===== config.mk =====
export PLATFORM = sky130hd
export DESIGN_NAME = gmii_mac_tx_flat
export DESIGN_NICKNAME = d
export VERILOG_FILES = /design/src/rtl/gmii_mac_tx_if.sv /design/src/rtl/gmii_mac_tx.sv /design/src/flat_wrapper.sv
export SDC_FILE = /design/constraint.sdc
export NUM_CORES = 1
export LEC_CHECK = 0
export CAP_MARGIN = 20
export CORE_UTILIZATION = 29
export CTS_CLUSTER_DIAMETER = 200
export DETAILED_ROUTE_END_ITERATION = 16
export GPL_ROUTABILITY_DRIVEN = 0
export PLACE_DENSITY = 0.51
export SLEW_MARGIN = 10
export SYNTH_ARGS = -nofsm -noshare
export SYNTH_HDL_FRONTEND = slang
export SYNTH_SLANG_ARGS = --single-unit

===== constraint.sdc =====
create_clock -name sys_clk -period 7.5 [get_ports sys_clk]
set_input_delay 0.75 -clock sys_clk [delete_from_list [all_inputs] [get_ports sys_clk]]
set_output_delay 0.75 -clock sys_clk [all_outputs]
set_load 0.1 [all_outputs]

===== src/rtl/gmii_mac_tx_if.sv =====
// Payload-in / GMII-out signal bundle for the transmit MAC.
// master = packet source side, slave = MAC side.
interface gmii_mac_tx_if;
  logic [7:0]  s_data;
  logic        s_valid;
  logic        s_last;
  logic        s_ready;
  logic [15:0] s_ethertype;
  logic [7:0]  txd;
  logic        txen;
  logic        txer;
  logic        busy;
  logic        frame_done;
  logic        frame_err;

  modport master (
    output s_data, s_valid, s_last, s_ethertype,
    input  s_ready, txd, txen, txer, busy, frame_done, frame_err
  );

  modport slave (
    input  s_data, s_valid, s_last, s_ethertype,
    output s_ready, txd, txen, txer, busy, frame_done, frame_err
  );
endinterface


===== src/rtl/gmii_mac_tx.sv =====
// GMII transmit MAC: preamble/SFD, header, payload with zero pad,
// CRC-32 FCS and a fixed inter-packet gap. The FSM state names the
// byte that will be launched on the next edge; all GMII pins are flops.
module gmii_mac_tx #(
  parameter logic [47:0] MAC_DST     = 48'h38_6b_1c_1d_f5_65,
  parameter logic [47:0] MAC_SRC     = 48'h02_00_00_00_00_01,
  parameter int          MIN_PAYLOAD = 46,
  parameter int          MAX_PAYLOAD = 1500,
  parameter int          IPG_BYTES   = 12
) (
  input logic          sys_clk,
  input logic          reset,
  gmii_mac_tx_if.slave bus
);
  localparam logic [10:0] MIN_P    = 11'(MIN_PAYLOAD);
  localparam logic [10:0] MAX_P    = 11'(MAX_PAYLOAD);
  localparam logic [7:0]  IPG_LAST = 8'(IPG_BYTES - 1);
  localparam logic [31:0] POLY     = 32'hEDB88320;

  typedef enum logic [3:0] {
    IDLE, PREAMBLE, SFD, HEADER, PAYLOAD, PAD, FCS, DROP, IPG
  } state_t;

  state_t      r_state, w_state;
  logic [7:0]  r_cnt, w_cnt;
  logic [10:0] r_pcnt, w_pcnt, w_pcnt_inc;
  logic [15:0] r_eth, w_eth;
  logic [31:0] r_crc, w_crc;
  logic [7:0]  r_txd, w_txd;
  logic        r_txen, w_txen, r_txer, w_txer;
  logic        r_ferr, w_ferr, r_fcs_last, w_fcs_last, r_fdone;
  logic        w_crc_en, w_crc_init, w_s_ready;
  logic [111:0] w_hdr, w_hdr_sh;
  logic [31:0] w_crc_n, w_fcs_sh;

  // Reflected CRC-32, one byte per call, LSB of the byte first.
  function automatic logic [31:0] crc32_byte(input logic [31:0] c, input logic [7:0] d);
    logic [31:0] x;
    x = c ^ {24'h0, d};
    for (int i = 0; i < 8; i++)
      x = x[0] ? ((x >> 1) ^ POLY) : (x >> 1);
    return x;
  endfunction

  // Header byte r_cnt (0..13) and FCS byte r_cnt (0..3, LSB byte first).
  always_comb begin
    w_hdr    = {MAC_DST, MAC_SRC, r_eth};
    w_hdr_sh = w_hdr << {r_cnt, 3'b000};
    w_crc_n  = ~r_crc;
    w_fcs_sh = w_crc_n >> {r_cnt[1:0], 3'b000};
  end

  // Next state, next GMII byte and CRC control.
  always_comb begin
    w_state    = r_state;
    w_cnt      = r_cnt;
    w_pcnt     = r_pcnt;
    w_eth      = r_eth;
    w_txd      = 8'h00;
    w_txen     = 1'b0;
    w_txer     = 1'b0;
    w_ferr     = 1'b0;
    w_crc_en   = 1'b0;
    w_crc_init = 1'b0;
    w_s_ready  = 1'b0;
    w_pcnt_inc = r_pcnt + 11'd1;
    w_fcs_last = (r_state == FCS) && (r_cnt == 8'd3);
    case (r_state)
      IDLE: if (bus.s_valid) begin
        w_eth      = bus.s_ethertype;
        w_txd      = 8'h55;
        w_txen     = 1'b1;
        w_cnt      = 8'd1;
        w_crc_init = 1'b1;
        w_state    = PREAMBLE;
      end
      PREAMBLE: begin
        w_txd  = 8'h55;
        w_txen = 1'b1;
        w_cnt  = r_cnt + 8'd1;
        if (r_cnt == 8'd6) w_state = SFD;
      end
      SFD: begin
        w_txd   = 8'hD5;
        w_txen  = 1'b1;
        w_cnt   = 8'd0;
        w_state = HEADER;
      end
      HEADER: begin
        w_txd    = w_hdr_sh[111:104];
        w_txen   = 1'b1;
        w_crc_en = 1'b1;
        w_cnt    = r_cnt + 8'd1;
        if (r_cnt == 8'd13) begin
          w_pcnt  = 11'd0;
          w_state = PAYLOAD;
        end
      end
      PAYLOAD: begin
        w_s_ready = 1'b1;
        if (r_pcnt == MAX_P || !bus.s_valid) begin
          // Oversize or underrun: one poisoned byte, then discard the rest.
          w_txen  = 1'b1;
          w_txer  = 1'b1;
          w_ferr  = 1'b1;
          w_cnt   = 8'd0;
          w_state = (bus.s_valid && bus.s_last) ? IPG : DROP;
        end else begin
          w_txd    = bus.s_data;
          w_txen   = 1'b1;
          w_crc_en = 1'b1;
          w_pcnt   = w_pcnt_inc;
          if (bus.s_last) begin
            w_cnt   = 8'd0;
            w_state = (w_pcnt_inc < MIN_P) ? PAD : FCS;
          end
        end
      end
      PAD: begin
        w_txen   = 1'b1;
        w_crc_en = 1'b1;
        w_pcnt   = w_pcnt_inc;
        if (w_pcnt_inc == MIN_P) begin
          w_cnt   = 8'd0;
          w_state = FCS;
        end
      end
      FCS: begin
        w_txd  = w_fcs_sh[7:0];
        w_txen = 1'b1;
        w_cnt  = r_cnt + 8'd1;
        if (r_cnt == 8'd3) begin
          w_cnt   = 8'd0;
          w_state = IPG;
        end
      end
      DROP: begin
        w_s_ready = 1'b1;
        if (bus.s_valid && bus.s_last) begin
          w_cnt   = 8'd0;
          w_state = IPG;
        end
      end
      IPG: begin
        if (r_cnt == IPG_LAST) w_state = IDLE;
        else                   w_cnt   = r_cnt + 8'd1;
      end
      default: w_state = IDLE;
    endcase
    w_crc = w_crc_init ? 32'hFFFFFFFF :
            w_crc_en   ? crc32_byte(r_crc, w_txd) : r_crc;
  end

  // State, counters, CRC and registered GMII outputs.
  always_ff @(posedge sys_clk or posedge reset) begin
    if (reset) begin
      r_state    <= IDLE;
      r_cnt      <= 8'd0;
      r_pcnt     <= 11'd0;
      r_eth      <= 16'h0;
      r_crc      <= 32'hFFFFFFFF;
      r_txd      <= 8'h00;
      r_txen     <= 1'b0;
      r_txer     <= 1'b0;
      r_ferr     <= 1'b0;
      r_fcs_last <= 1'b0;
      r_fdone    <= 1'b0;
    end else begin
      r_state    <= w_state;
      r_cnt      <= w_cnt;
      r_pcnt     <= w_pcnt;
      r_eth      <= w_eth;
      r_crc      <= w_crc;
      r_txd      <= w_txd;
      r_txen     <= w_txen;
      r_txer     <= w_txer;
      r_ferr     <= w_ferr;
      r_fcs_last <= w_fcs_last;
      // frame_done lands on the first idle cycle after the last FCS byte
      r_fdone    <= r_fcs_last;
    end
  end

  assign bus.s_ready    = w_s_ready;
  assign bus.txd        = r_txd;
  assign bus.txen       = r_txen;
  assign bus.txer       = r_txer;
  assign bus.busy       = (r_state != IDLE);
  assign bus.frame_done = r_fdone;
  assign bus.frame_err  = r_ferr;
endmodule


===== src/flat_wrapper.sv =====
// flat-port wrapper written by rule: the top's interface ports become plain ports
module gmii_mac_tx_flat 
#(
  parameter logic [47:0] MAC_DST     = 48'h38_6b_1c_1d_f5_65,
  parameter logic [47:0] MAC_SRC     = 48'h02_00_00_00_00_01,
  parameter int          MIN_PAYLOAD = 46,
  parameter int          MAX_PAYLOAD = 1500,
  parameter int          IPG_BYTES   = 12
)
  (sys_clk, reset, bus_s_data, bus_s_valid, bus_s_last, bus_s_ethertype, bus_s_ready, bus_txd, bus_txen, bus_txer, bus_busy, bus_frame_done, bus_frame_err);
  gmii_mac_tx_if bus_i ();
  input logic sys_clk;
  input logic reset;
  input wire logic [$bits(bus_i.s_data)-1:0] bus_s_data;
  input wire logic [$bits(bus_i.s_valid)-1:0] bus_s_valid;
  input wire logic [$bits(bus_i.s_last)-1:0] bus_s_last;
  input wire logic [$bits(bus_i.s_ethertype)-1:0] bus_s_ethertype;
  output wire logic [$bits(bus_i.s_ready)-1:0] bus_s_ready;
  output wire logic [$bits(bus_i.txd)-1:0] bus_txd;
  output wire logic [$bits(bus_i.txen)-1:0] bus_txen;
  output wire logic [$bits(bus_i.txer)-1:0] bus_txer;
  output wire logic [$bits(bus_i.busy)-1:0] bus_busy;
  output wire logic [$bits(bus_i.frame_done)-1:0] bus_frame_done;
  output wire logic [$bits(bus_i.frame_err)-1:0] bus_frame_err;
  assign bus_i.s_data = bus_s_data;
  assign bus_i.s_valid = bus_s_valid;
  assign bus_i.s_last = bus_s_last;
  assign bus_i.s_ethertype = bus_s_ethertype;
  assign bus_s_ready = bus_i.s_ready;
  assign bus_txd = bus_i.txd;
  assign bus_txen = bus_i.txen;
  assign bus_txer = bus_i.txer;
  assign bus_busy = bus_i.busy;
  assign bus_frame_done = bus_i.frame_done;
  assign bus_frame_err = bus_i.frame_err;
  gmii_mac_tx #(.MAC_DST(MAC_DST), .MAC_SRC(MAC_SRC), .MIN_PAYLOAD(MIN_PAYLOAD), .MAX_PAYLOAD(MAX_PAYLOAD), .IPG_BYTES(IPG_BYTES)) u_core (.sys_clk(sys_clk), .reset(reset), .bus(bus_i));
endmodule

==> results.sh <==
export IMPL_drv_slew=0
export IMPL_max_slew_margin_pct=34.7
export IMPL_ctsRootBufferMaster="clkbuf_16"
export IMPL_ys_seq_area_share_pct=38.8
export IMPL_grt_pass1_wl_mm=23.6
export IMPL_syn_num_nets=611
export IMPL_fin_skew_ns=0.0143
export IMPL_initialDrtViolationCount=292
export IMPL_num_rows=49
export IMPL_grt_overflow=0
export IMPL_remaining_drc_errors=5
export IMPL_clkTransAtPathRegs_ns=0.07
export IMPL_critPathLaunch="u_core.r_state[1]$_DFFE_PP0P_"
export IMPL_ys_types=75
export IMPL_wire_per_inst_um=17.1
export IMPL_hold_violations=0
export IMPL_start_kind="flop"
export IMPL_num_io_pins=42
export IMPL_rsz0062_at_grt="false"
export IMPL_clockBufferDepth=2
export IMPL_rr_startpoint="u_core.r_state[1]$_DFFE_PP0P_"
export IMPL_grt_pass1_vias=4283
export IMPL_cp_cell_sequence="or3_1, nor2_1, inv_1, clkdlybuf4s50_1"
export IMPL_ctsResizeCount=0
export IMPL_cpMaxStageDelayCell="clkdlybuf4s50_1"
export IMPL_fmax_ghz=0.275
export IMPL_place_ws_ns=3.53
export IMPL_firstDrtPassIters=10
export IMPL_violations="design-rule violations"
export IMPL_numPortBuffers=41
export IMPL_synthArstFlopShare_pct=100
export IMPL_synth_cells=577
export IMPL_worst_pin_slew_ns=0.977
export IMPL_ant_nets=0
export IMPL_antennaDiodeCount=0
export IMPL_syn_avg_cell_area_sq_um=9.47
export IMPL_finalWirelength_mm=14.1
export IMPL_synth_edf_count=0
export IMPL_gr_usage_all_layers_pct=15.7
export IMPL_critPathCaptureType="output port"
export IMPL_fp_dieW_um=139
export IMPL_required_ns=6.75
export IMPL_cts_made_buffers=9
export IMPL_h_tree_depth=3
export IMPL_hp_class="flop to flop"
export IMPL_die_h_um=139
export IMPL_path_buf_inv=2
export IMPL_hold_start="u_core.r_fcs_last$_DFF_PP0_"
export IMPL_criticalPathCategory="flop to output port"
export IMPL_syn_area_sq_um=5460
export IMPL_hold_ws_ns=0.350
export IMPL_fill_cells=1837
export IMPL_crit_path_max_fanout=22
export IMPL_setup_viol=0
export IMPL_seq_area_sq_um=2120
export IMPL_routed_via_density=5.06
export IMPL_slowest_delay_ns=0.99
export IMPL_setup_ws_ns=3.86
export IMPL_postCtsSetupBuffers=0
export IMPL_syn_to_final_growth_pct=16.1
export IMPL_clk_latency_ns=0.36
export IMPL_cts_hold_buffers=0
export IMPL_start_util_pct=30.0
export IMPL_grt_max_degree=57
export IMPL_yosys_warnings=0
export IMPL_die_area_sq_um=19400
export IMPL_run_status="finished, violations left"
export IMPL_vias=4198
export IMPL_fin_util_pct=34.8
export IMPL_layout_nets=629
export IMPL_antenna_found_initial=0
export IMPL_hpwlAfterDp_mm=10.1
export IMPL_maxCapViolations=0
export IMPL_core_sq_um=18200
export IMPL_synth_main_ff_cell="dfrtp_1"
export IMPL_post_route_period_util_pct=48.5
export IMPL_path_delay_family="buffers and inverters"
export IMPL_cp_arrival_ns=2.89
export IMPL_min_period_ns=3.64
export IMPL_cts_sinks=83
export IMPL_drive_gt1_share_pct=14.7
export IMPL_synth_seq_cells=83
export IMPL_setup_tns_ns=0
export IMPL_cts_tree="done"
export IMPL_multi_input_area_sq_um=3130
-- state kept, by name (all words and copies together), names as in the netlist --
name,count
u_core.r_eth,16
u_core.bus.txen,1
u_core.r_cnt,8
u_core.bus.txd,8
u_core.r_crc,32
u_core.bus.frame_done,1
u_core.r_state,4
u_core.bus.frame_err,1
u_core.r_fcs_last,1
u_core.r_pcnt,11
-- logic make-up after synthesis --
| kind of cell | after synthesis | share of synthesized area, % |
|---|---|---|
| AO/OA/AOI/OAI | 134 | 15.8 |
| AND/OR/NAND/NOR | 214 | 19.7 |
| flip-flops | 83 | 38.8 |
| adder cells (fa/ha/maj) | 6 | 1.37 |
| multiplexers | 17 | 4.03 |
| buffers and inverters | 51 | 4.08 |
| XOR/XNOR | 72 | 16.2 |
-- synthesized netlist by cell type (4+ instances only) --
cell type,count,area share (%)
buf_2,7,0.64
nand2b_1,4,0.46
and4_1,6,0.96
xnor2_1,37,5.9
nand3_1,13,1.2
nor3_1,34,3.1
xor2_2,5,1.5
mux2i_1,13,2.4
buf_4,4,0.55
nor2b_1,7,0.80
o31ai_1,10,1.4
a21oi_1,43,3.9
o21ai_1,4,0.37
dfstp_2,32,15
xnor2_4,5,2.5
ha_1,6,1.4
xor2_1,15,2.4
o21ai_0,33,3.0
nor2_1,28,1.9
mux4_2,4,1.6
nand2_1,83,5.7
and2_1,6,0.69
o22ai_1,7,0.80
dfrtp_1,51,23
xnor3_1,6,2.5
inv_1,12,0.82
clkbuf_1,26,1.8
a31oi_1,4,0.46
-- cell usage in the layout (no fill, tap or decap), types with 3 or more instances in the layout --
master	instances
nor3b_1	3
mux4_2	4
nor2b_1	7
clkinvlp_4	5
a221o_1	3
nand2b_1	4
o31ai_1	10
dfrtp_1	51
xnor2_2	3
a31oi_1	4
and4_1	6
mux2i_1	13
xnor2_1	37
inv_1	11
a21oi_1	43
o21ai_1	4
and2_1	6
xnor2_4	5
clkbuf_16	9
nand4_1	3
xnor3_1	6
nor3_1	34
o41ai_1	3
o21ai_0	33
xor2_1	15
nand3b_1	3
dfstp_2	32
nand3_1	13
buf_4	4
nand2_1	83
o22ai_1	7
nor2_1	27
clkdlybuf4s50_1	41
and3_1	3
ha_1	6
xor2_2	5
-- metal layers --
layer	global-route usage [%]	part of all wire [%]
met4	6.49	1.7
met5	0	0
met1	22.6	51
met3	2.34	4.2
met2	23.5	44
-- final cells by class --
class,instances,area share (%)
Timing Repair Buffer,46,7.26
Multi-Input combinational cell,443,49.3
Tap cell,229,4.52
Clock buffer,9,3.55
Clock inverter,7,1.20
Sequential cell,83,33.4
Inverter,12,0.730
-- final timing paths --
check                                             endpoint  slack (ns)  cells after the start
max in group asynchronous      u_core.r_eth[2]$_DFFE_PP0P_        5.63                      3
min in group asynchronous      u_core.r_cnt[0]$_DFFE_PP0P_        0.81                      2
setup reg to reg              u_core.r_crc[20]$_DFFE_PP1P_        3.87                      9
hold / removal             u_core.bus.frame_done$_DFF_PP0_        0.35                      0
hold reg to reg            u_core.bus.frame_done$_DFF_PP0_        0.35                      0
setup / recovery                                  bus_busy        3.86                      4
-- metrics by stage --
| step | instance area, sq um | std cells |
|---|---|---|
| finish | 6340 | 829 |
| CTS | 6320 | 828 |
| global route | 6340 | 829 |
| detailed placement | 6020 | 812 |
| global placement | 6020 | 812 |
| floorplan | 5460 | 577 |
Power is left out: the tool's default activity adds up to more than one toggle a clock period on the data nets, which glitch-free logic cannot reach.
